### config.mk
export PLATFORM = sky130hd
export DESIGN_NAME = alu_md_unit_flat
export DESIGN_NICKNAME = d
export VERILOG_FILES = /design/src/rtl/alu_md_unit_pkg.sv /design/src/rtl/alu_md_unit_if.sv /design/src/rtl/alu_md_unit_md_iter.sv /design/src/rtl/alu_md_unit.sv /design/src/flat_wrapper.sv
export SDC_FILE = /design/constraint.sdc
export NUM_CORES = 1
export LEC_CHECK = 0
export CORE_MARGIN = 4
export CORE_UTILIZATION = 25
export DETAILED_ROUTE_END_ITERATION = 6
export SETUP_SLACK_MARGIN = 0.15
export SYNTH_ARGS = -nofsm -noshare
export SYNTH_HDL_FRONTEND = slang
export SYNTH_SLANG_ARGS = --single-unit
### constraint.sdc
create_clock -name clk -period 8.66 [get_ports clk]
set_input_delay 1.732 -clock clk [delete_from_list [all_inputs] [get_ports clk]]
set_output_delay 1.732 -clock clk [all_outputs]
set_load 0.05 [all_outputs]
### src/rtl/alu_md_unit_pkg.sv
// ============================================================================
// alu_defs : shared encodings for alu_md_unit (ctrl, func, alu_op, FSM state)
// Revision : 1.0
// ============================================================================
`default_nettype none

package alu_defs;

   localparam logic [2:0] CTRL_AND  = 3'b000;
   localparam logic [2:0] CTRL_OR   = 3'b001;
   localparam logic [2:0] CTRL_XOR  = 3'b010;
   localparam logic [2:0] CTRL_SLT  = 3'b011;
   localparam logic [2:0] CTRL_ADD  = 3'b100;
   localparam logic [2:0] CTRL_ADDU = 3'b101;
   localparam logic [2:0] CTRL_SUB  = 3'b110;
   localparam logic [2:0] CTRL_SUBU = 3'b111;

   localparam logic [1:0] ALUOP_ADD = 2'b00;
   localparam logic [1:0] ALUOP_SUB = 2'b01;

   localparam logic [5:0] FN_ADD   = 6'b100000;
   localparam logic [5:0] FN_ADDU  = 6'b100001;
   localparam logic [5:0] FN_SUB   = 6'b100010;
   localparam logic [5:0] FN_SUBU  = 6'b100011;
   localparam logic [5:0] FN_AND   = 6'b100100;
   localparam logic [5:0] FN_OR    = 6'b100101;
   localparam logic [5:0] FN_XOR   = 6'b100110;
   localparam logic [5:0] FN_NOR   = 6'b100111;
   localparam logic [5:0] FN_SLT   = 6'b101010;
   localparam logic [5:0] FN_MFHI  = 6'b010000;
   localparam logic [5:0] FN_MFLO  = 6'b010010;
   localparam logic [5:0] FN_MULT  = 6'b011000;
   localparam logic [5:0] FN_MULTU = 6'b011001;
   localparam logic [5:0] FN_DIV   = 6'b011010;
   localparam logic [5:0] FN_DIVU  = 6'b011011;

   typedef enum logic [1:0] {
      ST_IDLE = 2'd0,
      ST_RUN  = 2'd1,
      ST_FIN  = 2'd2
   } md_state_t;

endpackage

`default_nettype wire

### src/rtl/alu_md_unit_if.sv
// ============================================================================
// alu_md_if : EX-stage instruction/result bundle for alu_md_unit
// Revision  : 1.0
// ============================================================================
`default_nettype none

interface alu_md_if #(parameter int WIDTH = 32);
   logic             valid;
   logic [1:0]       alu_op;
   logic [5:0]       func;
   logic [WIDTH-1:0] a;
   logic [WIDTH-1:0] b;
   logic [WIDTH-1:0] result;
   logic             zero;
   logic             overflow;
   logic             illegal;
   logic             busy;
   logic             done;
   logic [WIDTH-1:0] hi;
   logic [WIDTH-1:0] lo;

   modport master (
      output valid, alu_op, func, a, b,
      input  result, zero, overflow, illegal, busy, done, hi, lo
   );

   modport slave (
      input  valid, alu_op, func, a, b,
      output result, zero, overflow, illegal, busy, done, hi, lo
   );
endinterface

`default_nettype wire

### src/rtl/alu_md_unit_md_iter.sv
// ============================================================================
// md_iter : one-bit-per-cycle unsigned shift-add multiplier / restoring divider
// Revision : 1.0
// ============================================================================
`default_nettype none

module md_iter #(
   parameter int WIDTH = 32
) (
   input  logic             clk,
   input  logic             rst,
   input  logic             start,
   input  logic             step,
   input  logic             is_div,
   input  logic [WIDTH-1:0] op_a,
   input  logic [WIDTH-1:0] op_b,
   output logic             last,
   output logic [WIDTH-1:0] acc_hi,
   output logic [WIDTH-1:0] acc_lo
);
   localparam int CW = $clog2(WIDTH);

   logic [WIDTH-1:0] r_hi, r_lo, r_opb;
   logic             r_div;
   logic [CW-1:0]    r_cnt;
   logic [WIDTH:0]   w_madd, w_dsh, w_dsub;

   // Multiply: {hi,lo} starts as {0,multiplier}; divide: {rem,quo} starts as {0,dividend}.
   always_comb begin
      w_madd = {1'b0, r_hi} + (r_lo[0] ? {1'b0, r_opb} : '0);
      w_dsh  = {r_hi, r_lo[WIDTH-1]};
      w_dsub = w_dsh - {1'b0, r_opb};
   end

   always_ff @(posedge clk or posedge rst) begin
      if (rst) begin
         r_hi  <= '0;
         r_lo  <= '0;
         r_opb <= '0;
         r_div <= 1'b0;
         r_cnt <= '0;
      end else if (start) begin
         r_hi  <= '0;
         r_lo  <= op_a;
         r_opb <= op_b;
         r_div <= is_div;
         r_cnt <= '0;
      end else if (step) begin
         r_cnt <= r_cnt + 1'b1;
         if (r_div) begin
            r_hi <= w_dsub[WIDTH] ? w_dsh[WIDTH-1:0] : w_dsub[WIDTH-1:0];
            r_lo <= {r_lo[WIDTH-2:0], ~w_dsub[WIDTH]};
         end else begin
            r_hi <= w_madd[WIDTH:1];
            r_lo <= {w_madd[0], r_lo[WIDTH-1:1]};
         end
      end
   end

   assign last   = step && (r_cnt == CW'(WIDTH - 1));
   assign acc_hi = r_hi;
   assign acc_lo = r_lo;
endmodule

`default_nettype wire

### src/rtl/alu_md_unit.sv
// ============================================================================
// alu_md_unit : EX-stage ALU decode/execute plus iterative mul/div with HI/LO
// Revision    : 1.0
// ============================================================================
`default_nettype none

module alu_md_unit
   import alu_defs::*;
#(
   parameter int WIDTH = 32
) (
   input logic     clk,
   input logic     rst,
   alu_md_if.slave bus
);
   logic [2:0]       w_ctrl;
   logic             w_nor, w_mfhi, w_mflo, w_md, w_md_signed, w_md_div, w_illegal;
   logic [WIDTH-1:0] w_sum, w_diff, w_res;
   logic             w_ovf, w_ovf_add, w_ovf_sub, w_slt, w_accept, w_last;
   logic             w_neg_a, w_neg_b;
   logic [WIDTH-1:0] w_mag_a, w_mag_b, w_it_hi, w_it_lo;
   logic [2*WIDTH-1:0] w_prod, w_prod_fix;

   md_state_t        r_state;
   logic             r_busy, r_done, r_is_div, r_neg_q, r_neg_r, r_div0;
   logic [WIDTH-1:0] r_hi, r_lo, r_a_raw;

   always_comb begin
      w_ctrl      = CTRL_ADD;
      w_nor       = 1'b0;
      w_mfhi      = 1'b0;
      w_mflo      = 1'b0;
      w_md        = 1'b0;
      w_md_signed = 1'b0;
      w_md_div    = 1'b0;
      w_illegal   = 1'b0;
      if (bus.alu_op == ALUOP_ADD) begin
         w_ctrl = CTRL_ADD;
      end else if (bus.alu_op == ALUOP_SUB) begin
         w_ctrl = CTRL_SUB;
      end else begin
         case (bus.func)
            FN_ADD:   w_ctrl = CTRL_ADD;
            FN_ADDU:  w_ctrl = CTRL_ADDU;
            FN_SUB:   w_ctrl = CTRL_SUB;
            FN_SUBU:  w_ctrl = CTRL_SUBU;
            FN_AND:   w_ctrl = CTRL_AND;
            FN_OR:    w_ctrl = CTRL_OR;
            FN_XOR:   w_ctrl = CTRL_XOR;
            FN_SLT:   w_ctrl = CTRL_SLT;
            FN_NOR:   w_nor  = 1'b1;
            FN_MFHI:  w_mfhi = 1'b1;
            FN_MFLO:  w_mflo = 1'b1;
            FN_MULT:  begin w_md = 1'b1; w_md_signed = 1'b1; end
            FN_MULTU: w_md = 1'b1;
            FN_DIV:   begin w_md = 1'b1; w_md_signed = 1'b1; w_md_div = 1'b1; end
            FN_DIVU:  begin w_md = 1'b1; w_md_div = 1'b1; end
            default:  w_illegal = 1'b1;
         endcase
      end
   end

   assign w_sum     = bus.a + bus.b;
   assign w_diff    = bus.a - bus.b;
   assign w_ovf_add = (bus.a[WIDTH-1] == bus.b[WIDTH-1]) && (w_sum[WIDTH-1] != bus.a[WIDTH-1]);
   assign w_ovf_sub = (bus.a[WIDTH-1] != bus.b[WIDTH-1]) && (w_diff[WIDTH-1] != bus.a[WIDTH-1]);
   assign w_slt     = $signed(bus.a) < $signed(bus.b);

   // Mul/div funcs read as zero; their results only appear through MFHI/MFLO.
   always_comb begin
      w_res = '0;
      w_ovf = 1'b0;
      if (w_illegal || w_md) begin
         w_res = '0;
      end else if (w_nor) begin
         w_res = ~(bus.a | bus.b);
      end else if (w_mfhi) begin
         w_res = r_hi;
      end else if (w_mflo) begin
         w_res = r_lo;
      end else begin
         case (w_ctrl)
            CTRL_AND:  w_res = bus.a & bus.b;
            CTRL_OR:   w_res = bus.a | bus.b;
            CTRL_XOR:  w_res = bus.a ^ bus.b;
            CTRL_SLT:  w_res = {{(WIDTH-1){1'b0}}, w_slt};
            CTRL_ADD:  begin w_res = w_sum;  w_ovf = w_ovf_add; end
            CTRL_ADDU: w_res = w_sum;
            CTRL_SUB:  begin w_res = w_diff; w_ovf = w_ovf_sub; end
            default:   w_res = w_diff;
         endcase
      end
   end

   assign w_neg_a  = w_md_signed && bus.a[WIDTH-1];
   assign w_neg_b  = w_md_signed && bus.b[WIDTH-1];
   assign w_mag_a  = w_neg_a ? -bus.a : bus.a;
   assign w_mag_b  = w_neg_b ? -bus.b : bus.b;
   assign w_accept = bus.valid && !r_busy && w_md && (r_state == ST_IDLE);

   md_iter #(.WIDTH(WIDTH)) u_md_iter (
      .clk    (clk),
      .rst    (rst),
      .start  (w_accept),
      .step   (r_state == ST_RUN),
      .is_div (w_md_div),
      .op_a   (w_mag_a),
      .op_b   (w_mag_b),
      .last   (w_last),
      .acc_hi (w_it_hi),
      .acc_lo (w_it_lo)
   );

   assign w_prod     = {w_it_hi, w_it_lo};
   assign w_prod_fix = r_neg_q ? -w_prod : w_prod;

   always_ff @(posedge clk or posedge rst) begin
      if (rst) begin
         r_state  <= ST_IDLE;
         r_busy   <= 1'b0;
         r_done   <= 1'b0;
         r_hi     <= '0;
         r_lo     <= '0;
         r_is_div <= 1'b0;
         r_neg_q  <= 1'b0;
         r_neg_r  <= 1'b0;
         r_div0   <= 1'b0;
         r_a_raw  <= '0;
      end else begin
         r_done <= 1'b0;
         case (r_state)
            ST_IDLE: begin
               if (w_accept) begin
                  r_state  <= ST_RUN;
                  r_busy   <= 1'b1;
                  r_is_div <= w_md_div;
                  r_neg_q  <= w_neg_a ^ w_neg_b;
                  r_neg_r  <= w_neg_a;
                  r_div0   <= (bus.b == '0);
                  r_a_raw  <= bus.a;
               end
            end
            ST_RUN: begin
               if (w_last) r_state <= ST_FIN;
            end
            ST_FIN: begin
               // Remainder takes the dividend's sign; quotient truncates toward zero.
               if (!r_is_div) begin
                  {r_hi, r_lo} <= w_prod_fix;
               end else if (r_div0) begin
                  r_hi <= r_a_raw;
                  r_lo <= '1;
               end else begin
                  r_hi <= r_neg_r ? -w_it_hi : w_it_hi;
                  r_lo <= r_neg_q ? -w_it_lo : w_it_lo;
               end
               r_done  <= 1'b1;
               r_busy  <= 1'b0;
               r_state <= ST_IDLE;
            end
            default: r_state <= ST_IDLE;
         endcase
      end
   end

   assign bus.result   = w_res;
   assign bus.zero     = (w_res == '0);
   assign bus.overflow = w_ovf;
   assign bus.illegal  = w_illegal;
   assign bus.busy     = r_busy;
   assign bus.done     = r_done;
   assign bus.hi       = r_hi;
   assign bus.lo       = r_lo;
endmodule

`default_nettype wire

### src/flat_wrapper.sv
// flat-port wrapper written by rule: the top's interface ports become plain ports
module alu_md_unit_flat import alu_defs::*;
#(
   parameter int WIDTH = 32
)
  (clk, rst, bus_valid, bus_alu_op, bus_func, bus_a, bus_b, bus_result, bus_zero, bus_overflow, bus_illegal, bus_busy, bus_done, bus_hi, bus_lo);
  alu_md_if #(.WIDTH(WIDTH)) bus_i ();
  input logic clk;
  input logic rst;
  input wire logic [$bits(bus_i.valid)-1:0] bus_valid;
  input wire logic [$bits(bus_i.alu_op)-1:0] bus_alu_op;
  input wire logic [$bits(bus_i.func)-1:0] bus_func;
  input wire logic [$bits(bus_i.a)-1:0] bus_a;
  input wire logic [$bits(bus_i.b)-1:0] bus_b;
  output wire logic [$bits(bus_i.result)-1:0] bus_result;
  output wire logic [$bits(bus_i.zero)-1:0] bus_zero;
  output wire logic [$bits(bus_i.overflow)-1:0] bus_overflow;
  output wire logic [$bits(bus_i.illegal)-1:0] bus_illegal;
  output wire logic [$bits(bus_i.busy)-1:0] bus_busy;
  output wire logic [$bits(bus_i.done)-1:0] bus_done;
  output wire logic [$bits(bus_i.hi)-1:0] bus_hi;
  output wire logic [$bits(bus_i.lo)-1:0] bus_lo;
  assign bus_i.valid = bus_valid;
  assign bus_i.alu_op = bus_alu_op;
  assign bus_i.func = bus_func;
  assign bus_i.a = bus_a;
  assign bus_i.b = bus_b;
  assign bus_result = bus_i.result;
  assign bus_zero = bus_i.zero;
  assign bus_overflow = bus_i.overflow;
  assign bus_illegal = bus_i.illegal;
  assign bus_busy = bus_i.busy;
  assign bus_done = bus_i.done;
  assign bus_hi = bus_i.hi;
  assign bus_lo = bus_i.lo;
  alu_md_unit #(.WIDTH(WIDTH)) u_core (.clk(clk), .rst(rst), .bus(bus_i));
endmodule
==> results.ini <==
[routing]
drt-initial-drc-count=2349
vias=23341
post_drt_wl_per_cell_um=22.6
viasPerCell=5.46
drt_first_pass_iters=6
drt-total-wl_mm=96.6
remaining_drc_errors=0
ant_nets=0

[worst_setup_path]
path_max_fanout=4
worstSetupEndpointType=primary output
critPathKind=in -> out
cp.required_ps=6930
cp.arrival_ps=6610
cp-start-kind=primary input

[yosys]
synth_area_leaders=dfrtp_1 (23%), ha_1 (9.6%), o21ai_0 (7.4%)
synth_cell_types=101
yosysTopAreaCell=dfrtp_1
async_reset_ff_share_pct=100
synth_ff_type=dfrtp_1
ys_seq_area_share_pct=23.2
synth-edff-count=0
avgSynthCellArea_um2=7.51
syn_nets=3197
syn_inst=2949
ys_warn_count=0
netlist_area_um2=22100
yosys.area.top_type_share_pct=23.2
ys_ff_latch=205

[clocking]
cts_buffer_depth=3
cts_max_level=1
cts_sinks=205
clk_latency_ps=530
cts_tree=built
path_clk_slew_ps=60
numCtsBuffers=22
clockRootBuffer=clkbuf_16

[finish]
final-instance-count-excl-fill=4273
most-common-layout-cells=nand2_1 (348), o21ai_0 (325), a21oi_1 (250)
drive_gt1_share_pct=9.56
fin_nets=3350
final_common_cell=nand2_1
fin_util_pct=30.7
syn2layout_area_growth_pct=21.1

[placement]
gp_congestion=0.987
post-dp-hpwl_mm=75.8
dp.cells=4232
portBuffers=175

[floorplanning]
rows=108
die_area_um2=93400
die_w_um=306
coreArea_um2=87300
ioPinCount=176
start_util_pct=25.4
die_height_um=306

[power_and_ir_drop]
ir_drop_mv=0.231
intPower_uw=3120
pwr-share-comb_pct=56.4
power.density_nw_per_um2=220
seq_power_share_pct=27.2
p_sw_uw=2770
leakage_uw=0.0110
clock_power_share_pct=16.3
sw_frac_of_total_pct=47.0

[timing]
fin_skew_ps=16.0
hold_viol=0
drv_slew=0
min_period_over_period_pct=96.3
rsz0062_at_grt=no
worst_slew_pin_slew_ps=1200
max_slew_margin_pct=20.2
setup_tns_ps=0
hold_ws_ps=479
fmax_mhz=120
setup_violations=0
period_needed_ps=8340

[grt]
grt.total_usage_pct=19.7
overflow=0
antenna_found_initial=3
grt_pass1_wl_mm=144
grt_max_degree=108
grt_pass1_vias=22270

[outcome]
status=complete, no violations

[hold_path]
hold_path.class=reg -> reg

[job]
drv_cap=0

[cell type report]
cell class,instances,area [um^2]
inverter,147,559
clock inverter,6,55.1
fill,9530,60500
antenna,1,2.50
sequential,205,5140
multi-input combinational,2404,16000
timing repair buffer,322,2970
tap,1155,1450
clock buffer,33,653
[routing by layer]
layer	vias up	wire length [um]	GRT usage (%)	share of wire (%)
met2	998	42800	31.4	44
met3	164	7300	2.85	7.6
met1	11286	42300	27.1	44
met4	2	4150	7.39	4.3
li1	10891	-	-	-
met5	-	7	0	0.0072
[metrics by stage]
step                      total power (uW)  worst slack, ps  cell area, um^2
after detailed placement              4850             -103            25800
final                                 5890              320            26800
after global routing                  6320              149            26800
after global placement                4840            -82.1            25800
after floorplan                       3910              561            22100
after CTS                             5850              175            26600
[cell families after synthesis]
family | after synthesis | synth area share (%)
compound gates | 1014 | 28.8
xor+xnor | 222 | 8.78
fa+ha+maj | 174 | 9.97
buf+inv | 340 | 5.99
flops | 205 | 23.2
mux | 92 | 4.18
simple gates | 902 | 19.1
[synth_stat cells (all sizes together), types with 19 or more instances]
cell type	instances
ha	169
nor3	53
or3	28
nor2b	21
xor2	59
o22ai	23
a21oi	252
dfrtp	205
nand3	36
a31oi	22
clkbuf	152
xnor2	163
nand2b	29
o21ai	341
buf	41
o31ai	28
inv	147
nand2	350
mux2i	88
o21bai	21
a21o	51
nor4	30
or4	19
nor2	247
a211oi	42
o211ai	48
a221oi	21
a22oi	32
[power by group through the flow]
stage / combinational (uW) / clock [uW] / sequential [uW]
2_1_floorplan: 2510 / 0 / 1400
3_3_place_gp: 3250 / 0 / 1600
3_5_place_dp: 3250 / 0 / 1600
4_1_cts: 3280 / 987 / 1590
5_1_grt: 3670 / 1020 / 1640
6_report: 3320 / 962 / 1600
[path summary, 6_finish.rpt]
| check | startpoint | depth (start not counted) | slack [ps] | endpoint |
|---|---|---|---|---|
| min in group asynchronous | rst | 2 | 1720 | u_core.bus.lo[4] |
| setup / recovery | bus_a[1] | 17 | 320 | bus_zero |
| hold / removal | u_core.r_a_raw[30] | 2 | 480 | u_core.r_a_raw[30] |
| max in group asynchronous | rst | 3 | 5640 | u_core.u_md_iter.r_div |
| setup reg to reg | u_core.u_md_iter.acc_lo[31] | 17 | 3420 | u_core.u_md_iter.acc_hi[19] |
| hold reg to reg | u_core.r_a_raw[30] | 2 | 480 | u_core.r_a_raw[30] |
[sequential cells by signal, indices dropped and copies added (netlist names)]
name and cells:
u_core.r_state 2, u_core.r_neg_q 1, u_core.bus.busy 1, u_core.u_md_iter.r_div 1, u_core.u_md_iter.r_cnt 5, u_core.bus.lo 32, u_core.u_md_iter.acc_hi 32, u_core.r_neg_r 1
u_core.bus.hi 32, u_core.bus.done 1, u_core.r_a_raw 32, u_core.u_md_iter.acc_lo 32, u_core.r_div0 1, u_core.u_md_iter.r_opb 32
[worst max-delay path: stages]
cell,delay (ps)
clkdlybuf4s50_1,520
fa_1,500
a211oi_4,360
o21ai_2,130
a211oi_2,320
o31ai_1,160
o21ai_0,160
o22ai_1,120
or3b_2,460
and3_1,170
or4b_1,570
nand4bb_4,270
nor4_4,300
buf_4,180
nand4bb_4,110
nor4b_4,340
buf_12,180
[timing repair]
item / in CTS / in global routing
pin swaps: 2 / 9
endpoints found under the setup margin: 1 / 1
hold buffers: 0 / 0
gates resized for setup: 8 / 41
setup buffers: 1 / 0
No activity file was read; power rests on OpenSTA's default activity.
==> RTL change 1 (same flow settings) <==
`WIDTH` is set to 32 in 4 places; all go to 16.
--- a/src/rtl/alu_md_unit_if.sv
+++ b/src/rtl/alu_md_unit_if.sv
@@ -4,7 +4,7 @@
 // ============================================================================
 `default_nettype none
 
-interface alu_md_if #(parameter int WIDTH = 32);
+interface alu_md_if #(parameter int WIDTH = 16);
    logic             valid;
    logic [1:0]       alu_op;
    logic [5:0]       func;
--- a/src/rtl/alu_md_unit_md_iter.sv
+++ b/src/rtl/alu_md_unit_md_iter.sv
@@ -5,7 +5,7 @@
 `default_nettype none
 
 module md_iter #(
-   parameter int WIDTH = 32
+   parameter int WIDTH = 16
 ) (
    input  logic             clk,
    input  logic             rst,
--- a/src/rtl/alu_md_unit.sv
+++ b/src/rtl/alu_md_unit.sv
@@ -7,7 +7,7 @@
 module alu_md_unit
    import alu_defs::*;
 #(
-   parameter int WIDTH = 32
+   parameter int WIDTH = 16
 ) (
    input logic     clk,
    input logic     rst,
--- a/src/flat_wrapper.sv
+++ b/src/flat_wrapper.sv
@@ -1,7 +1,7 @@
 // flat-port wrapper written by rule: the top's interface ports become plain ports
 module alu_md_unit_flat import alu_defs::*;
 #(
-   parameter int WIDTH = 32
+   parameter int WIDTH = 16
 )
   (clk, rst, bus_valid, bus_alu_op, bus_func, bus_a, bus_b, bus_result, bus_zero, bus_overflow, bus_illegal, bus_busy, bus_done, bus_hi, bus_lo);
   alu_md_if #(.WIDTH(WIDTH)) bus_i ();
Ports: changed (5 resized); port bits go from 176 to 96. No check against the original RTL was run, so the function may have changed too.
==> RTL change 1 against the original RTL <==
Clock skew fell by 6.9 ps; cell area fell by 51%; setup slack improved by 530 ps; count of clock-buffer cells in the layout fell by 23; via count fell by 49%; sequential cell count fell by 97; worst hold slack improved by 2.2 ps; largest cell class unchanged; total power fell by 51%; synthesized area fell by 49%; critical path type unchanged; wire length fell by 50%; register-to-register slack improved by 640 ps; utilization fell by 1.0 points.
==> RTL change 1: results (changes against the original RTL) <==
stage,metric,value,unit,change
status,status,"complete, no violations",,
clock_tree,cts_setup_buffers,0,,-1
final_layout,layout.nets,1661,,-50%
grt,grt_pass1_vias,11200,,-50%
grt,grt_max_degree,90,,-17%
detailed_routing,drtIter0Drc,1421,,-40%
grt,antenna_found_initial,1,,-2
worst_hold_path,min_from,u_core.r_a_raw[9]$_DFFE_PP0P_,,
grt,grt_pass1_wl,72000,um,-50%
detailed_routing,viasPerCell,5.62,,+3.0%
setup_path,crit_slowest_cell,clkdlybuf4s50_1,,
synthesis,seq_area_frac_synth,23.9,%,+0.76 points
setup_path,cp_slowest_stage_delay,890,ps,+320 ps
setup_path,rr_worst_depth,13,,-4
place,gp_congestion,0.996,,+0.99%
setup_path,crit_family,buffers and inverters,,
synthesis,ys_types,89,,-12%
synthesis,netlist_top_cells_count,"151 x nand2_1, 146 x o21ai_0, 113 x a21oi_1",,
clock_tree,cts_buffer_depth,2,,-1
place,dp_hpwl,37900,um,-50%
synthesis,synthCells,1482,,-50%
sta,hold_ws,481,ps,+2.23 ps
setup_path,critPathArrivalTime,6080,ps,-530 ps
grt,grt_usage,19.2,%,-0.50 points
setup_path,path_max_fanout,14,,+10
clock_tree,numCtsBuffers,9,,-59%
final_layout,drive_above_1_share,4.82,%,-4.7 points
detailed_routing,drt-wirelength-per-cell,22.7,um,+0.40%
worst_hold_path,holdPathEnd,u_core.r_a_raw[9]$_DFFE_PP0P_,,
clock_tree,clock_latency,350,ps,-180 ps
sta,slew_headroom,18.5,%,-1.8 points
setup_path,timing.rr.start,u_core.u_md_iter.acc_lo[15]$_DFFE_PP0P_,,
clock_tree,htree_levels,3,,+2
synthesis,synth_nets,1614,,-50%
setup_path,cp-startpoint,bus_a[4],,
pwr,ir_drop,0.000110,V,-53%
pwr,p_switching,1.39,mW,-50%
place,io_buffers,95,,-46%
-- RTL change 1: changes by cell type after synthesis, sizes merged, moves of 84 or more --
cell / delta
xnor2: -99
o21ai: -184
nand2: -199
dfrtp: -97
ha: -84
nor2: -138
a21oi: -139
clkbuf: -85
-- RTL change 1: layout make-up --
cell class / instances / area (sq um)
sequential: 108 / 2700
clock inverter: 6 / 71.3
inverter: 77 / 292
timing repair buffer: 127 / 1200
tap: 592 / 741
antenna: 1 / 2.50
fill: 4779 / 31200
multi-input combinational: 1206 / 7940
clock buffer: 10 / 239
-- RTL change 1: logic make-up (layout without fill, tap and decap cells) --
kind of cell,count (synthesis),in the layout,synth area share [%]
and+or+nand+nor,491,491,21.5
xor gates and xnor gates,91,91,7.06
other,0,1,0
AOI/OAI and AO/OA,496,496,28.1
buffers and inverters,168,220,5.86
adders and majority gates,90,90,10.2
muxes,38,38,3.40
DFF,108,108,23.9
-- RTL change 1: metal layers --
metal | GRT usage, % | share of wire (%) | up-vias
met2 | 30.3 | 44 | 545
met5 | 0 | 0 | -
met1 | 28.2 | 47 | 5881
met3 | 2.66 | 7.3 | 40
met4 | 3.54 | 1.6 | 0
li1 | - | - | 5498
-- RTL change 1: metrics by stage --
stage          setup slack, ps  util [%]
6_report                   845      29.7
5_1_grt                    578      29.7
4_1_cts                    836      29.7
3_5_place_dp               886      29.0
3_3_place_gp               917      29.0
2_1_floorplan             1490         -
-- RTL change 1: power groups by stage --
stage	clock, mW	sequential (mW)	combinational, mW
finish	0.444	0.831	1.64
CTS	0.447	0.826	1.62
detailed placement	0	0.835	1.61
global placement	0	0.832	1.59
floorplan	0	0.759	1.22
global route	0.471	0.851	1.80
-- RTL change 1: worst min-delay path, stage by stage (launching register included) --
cell and delay (ps):
dfrtp_1 350, nand2_1 50, o21ai_0 60
==> RTL change 2 (same flow settings) <==
Without the edit above. Reset style: synchronous (`rst`), changed in 2 clocked blocks.
--- a/src/rtl/alu_md_unit_md_iter.sv
+++ b/src/rtl/alu_md_unit_md_iter.sv
@@ -32,7 +32,7 @@
       w_dsub = w_dsh - {1'b0, r_opb};
    end
 
-   always_ff @(posedge clk or posedge rst) begin
+   always_ff @(posedge clk) begin
       if (rst) begin
          r_hi  <= '0;
          r_lo  <= '0;
--- a/src/rtl/alu_md_unit.sv
+++ b/src/rtl/alu_md_unit.sv
@@ -114,7 +114,7 @@
    assign w_prod     = {w_it_hi, w_it_lo};
    assign w_prod_fix = r_neg_q ? -w_prod : w_prod;
 
-   always_ff @(posedge clk or posedge rst) begin
+   always_ff @(posedge clk) begin
       if (rst) begin
          r_state  <= ST_IDLE;
          r_busy   <= 1'b0;
Check against the original RTL: not settled (the Yosys comparison gave no result); the edit may change what the design does.
==> RTL change 2 against the original RTL <==
The run now ends with design-rule violations left; sequential cell count is the same; first-iteration DRC count shrank 2.9%; setup slack lost 23 ps; synthesized area shrank 0.14%; cell area shrank 1.2%; critical endpoint unchanged; utilization shrank 0.38 points; wire length grew 8.5%; count of clock-buffer cells in the layout shrank 2; worst hold slack lost 25 ps.
Power is not compared: it rests on default switching activity, and its combinational part moved more than twofold at a synthesized area within 25%.
==> RTL change 2: results (changes against the original RTL) <==
stage,metric,value,unit,change
grt,grt_max_degree,88,,-19%
synthesis,synth_nets,3369,,+5.4%
worst_hold_path,holdPathEnd,u_core.r_a_raw[28]$_SDFFE_PP0P_,,
setup_path,cp_slowest_stage_delay,680,ps,+110 ps
final_layout,layout.nets,3478,,+3.8%
grt,antenna_found_initial,2,,-1
detailed_routing,drc,2,,+2
final_layout,nClkBuffers,31,,-6.1%
worst_hold_path,min_from,u_core.r_a_raw[28]$_SDFFE_PP0P_,,
detailed_routing,dr.pass1.iters,7,,+1
synthesis,synthAdderAreaFrac,9.93,%,-0.037 points
synthesis,synth.area.top_cells,"dfxtp_1 19%, ha_1 9.6%, a21oi_1 7.1%",,
detailed_routing,wl,105000,um,+8.5%
status,violations,design-rule violations,,
status,status,"complete, but fails checks",,
synthesis,netlist_top_cells_count,"317 x nand2_1, 313 x nor2_1, 312 x a21oi_1",,
setup_path,critPathArrivalTime,6630,ps,+20 ps
setup_path,timing.rr.start,u_core.u_md_iter.acc_lo[31]$_SDFFE_PP0P_,,
setup_path,ff2ff_setup_slack,4180,ps,+760 ps
final_layout,area_share_nonclk_buffers,10.9,%,-0.22 points
place,dp_hpwl,83600,um,+10%
detailed_routing,drtIter0Drc,2280,,-2.9%
synthesis,synth_flop_cell,dfxtp_1,,
sta,fin_worst_skew,17.6,ps,+1.66 ps
synthesis,ys_async_sr_fraction,0,%,-100 points
synthesis,seq_area_frac_synth,18.6,%,-4.6 points
setup_path,reg2reg_to,u_core.u_md_iter.acc_hi[1]$_SDFFE_PP0P_,,
final_layout,layout.comb_gates.multi_input,2537,,+5.5%
RTL change 2: cell count changes in the layout (fill, tap and decap cells not counted), sizes merged, moves of 18 or more:
cell	delta
dfrtp	-205
o211ai	+18
nand2	-33
a211oi	+83
a22oi	-19
o21ai	-145
mux2i	-19
dfxtp	+205
a21oi	+60
nor2	+67
RTL change 2: report_power, final:
group	switching, mW	total, mW	internal, mW
combinational	0.738	1.15	0.415
clock	0.427	1.04	0.612
sequential	0.0122	0.962	0.950
RTL change 2: metal layers:
| layer | track usage, % | share of wire (%) |
|---|---|---|
| met3 | 2.50 | 6.7 |
| met2 | 36.0 | 46 |
| met4 | 9.23 | 5.3 |
| met1 | 27.6 | 42 |
| met5 | 0 | 0 |
RTL change 2: repair_timing:
action	CTS	global route
endpoints found under the setup margin	1	1
gates cloned	0	0
setup buffers	0	0
hold endpoints to repair	0	0
pin swaps	0	0
resized for setup	1	12
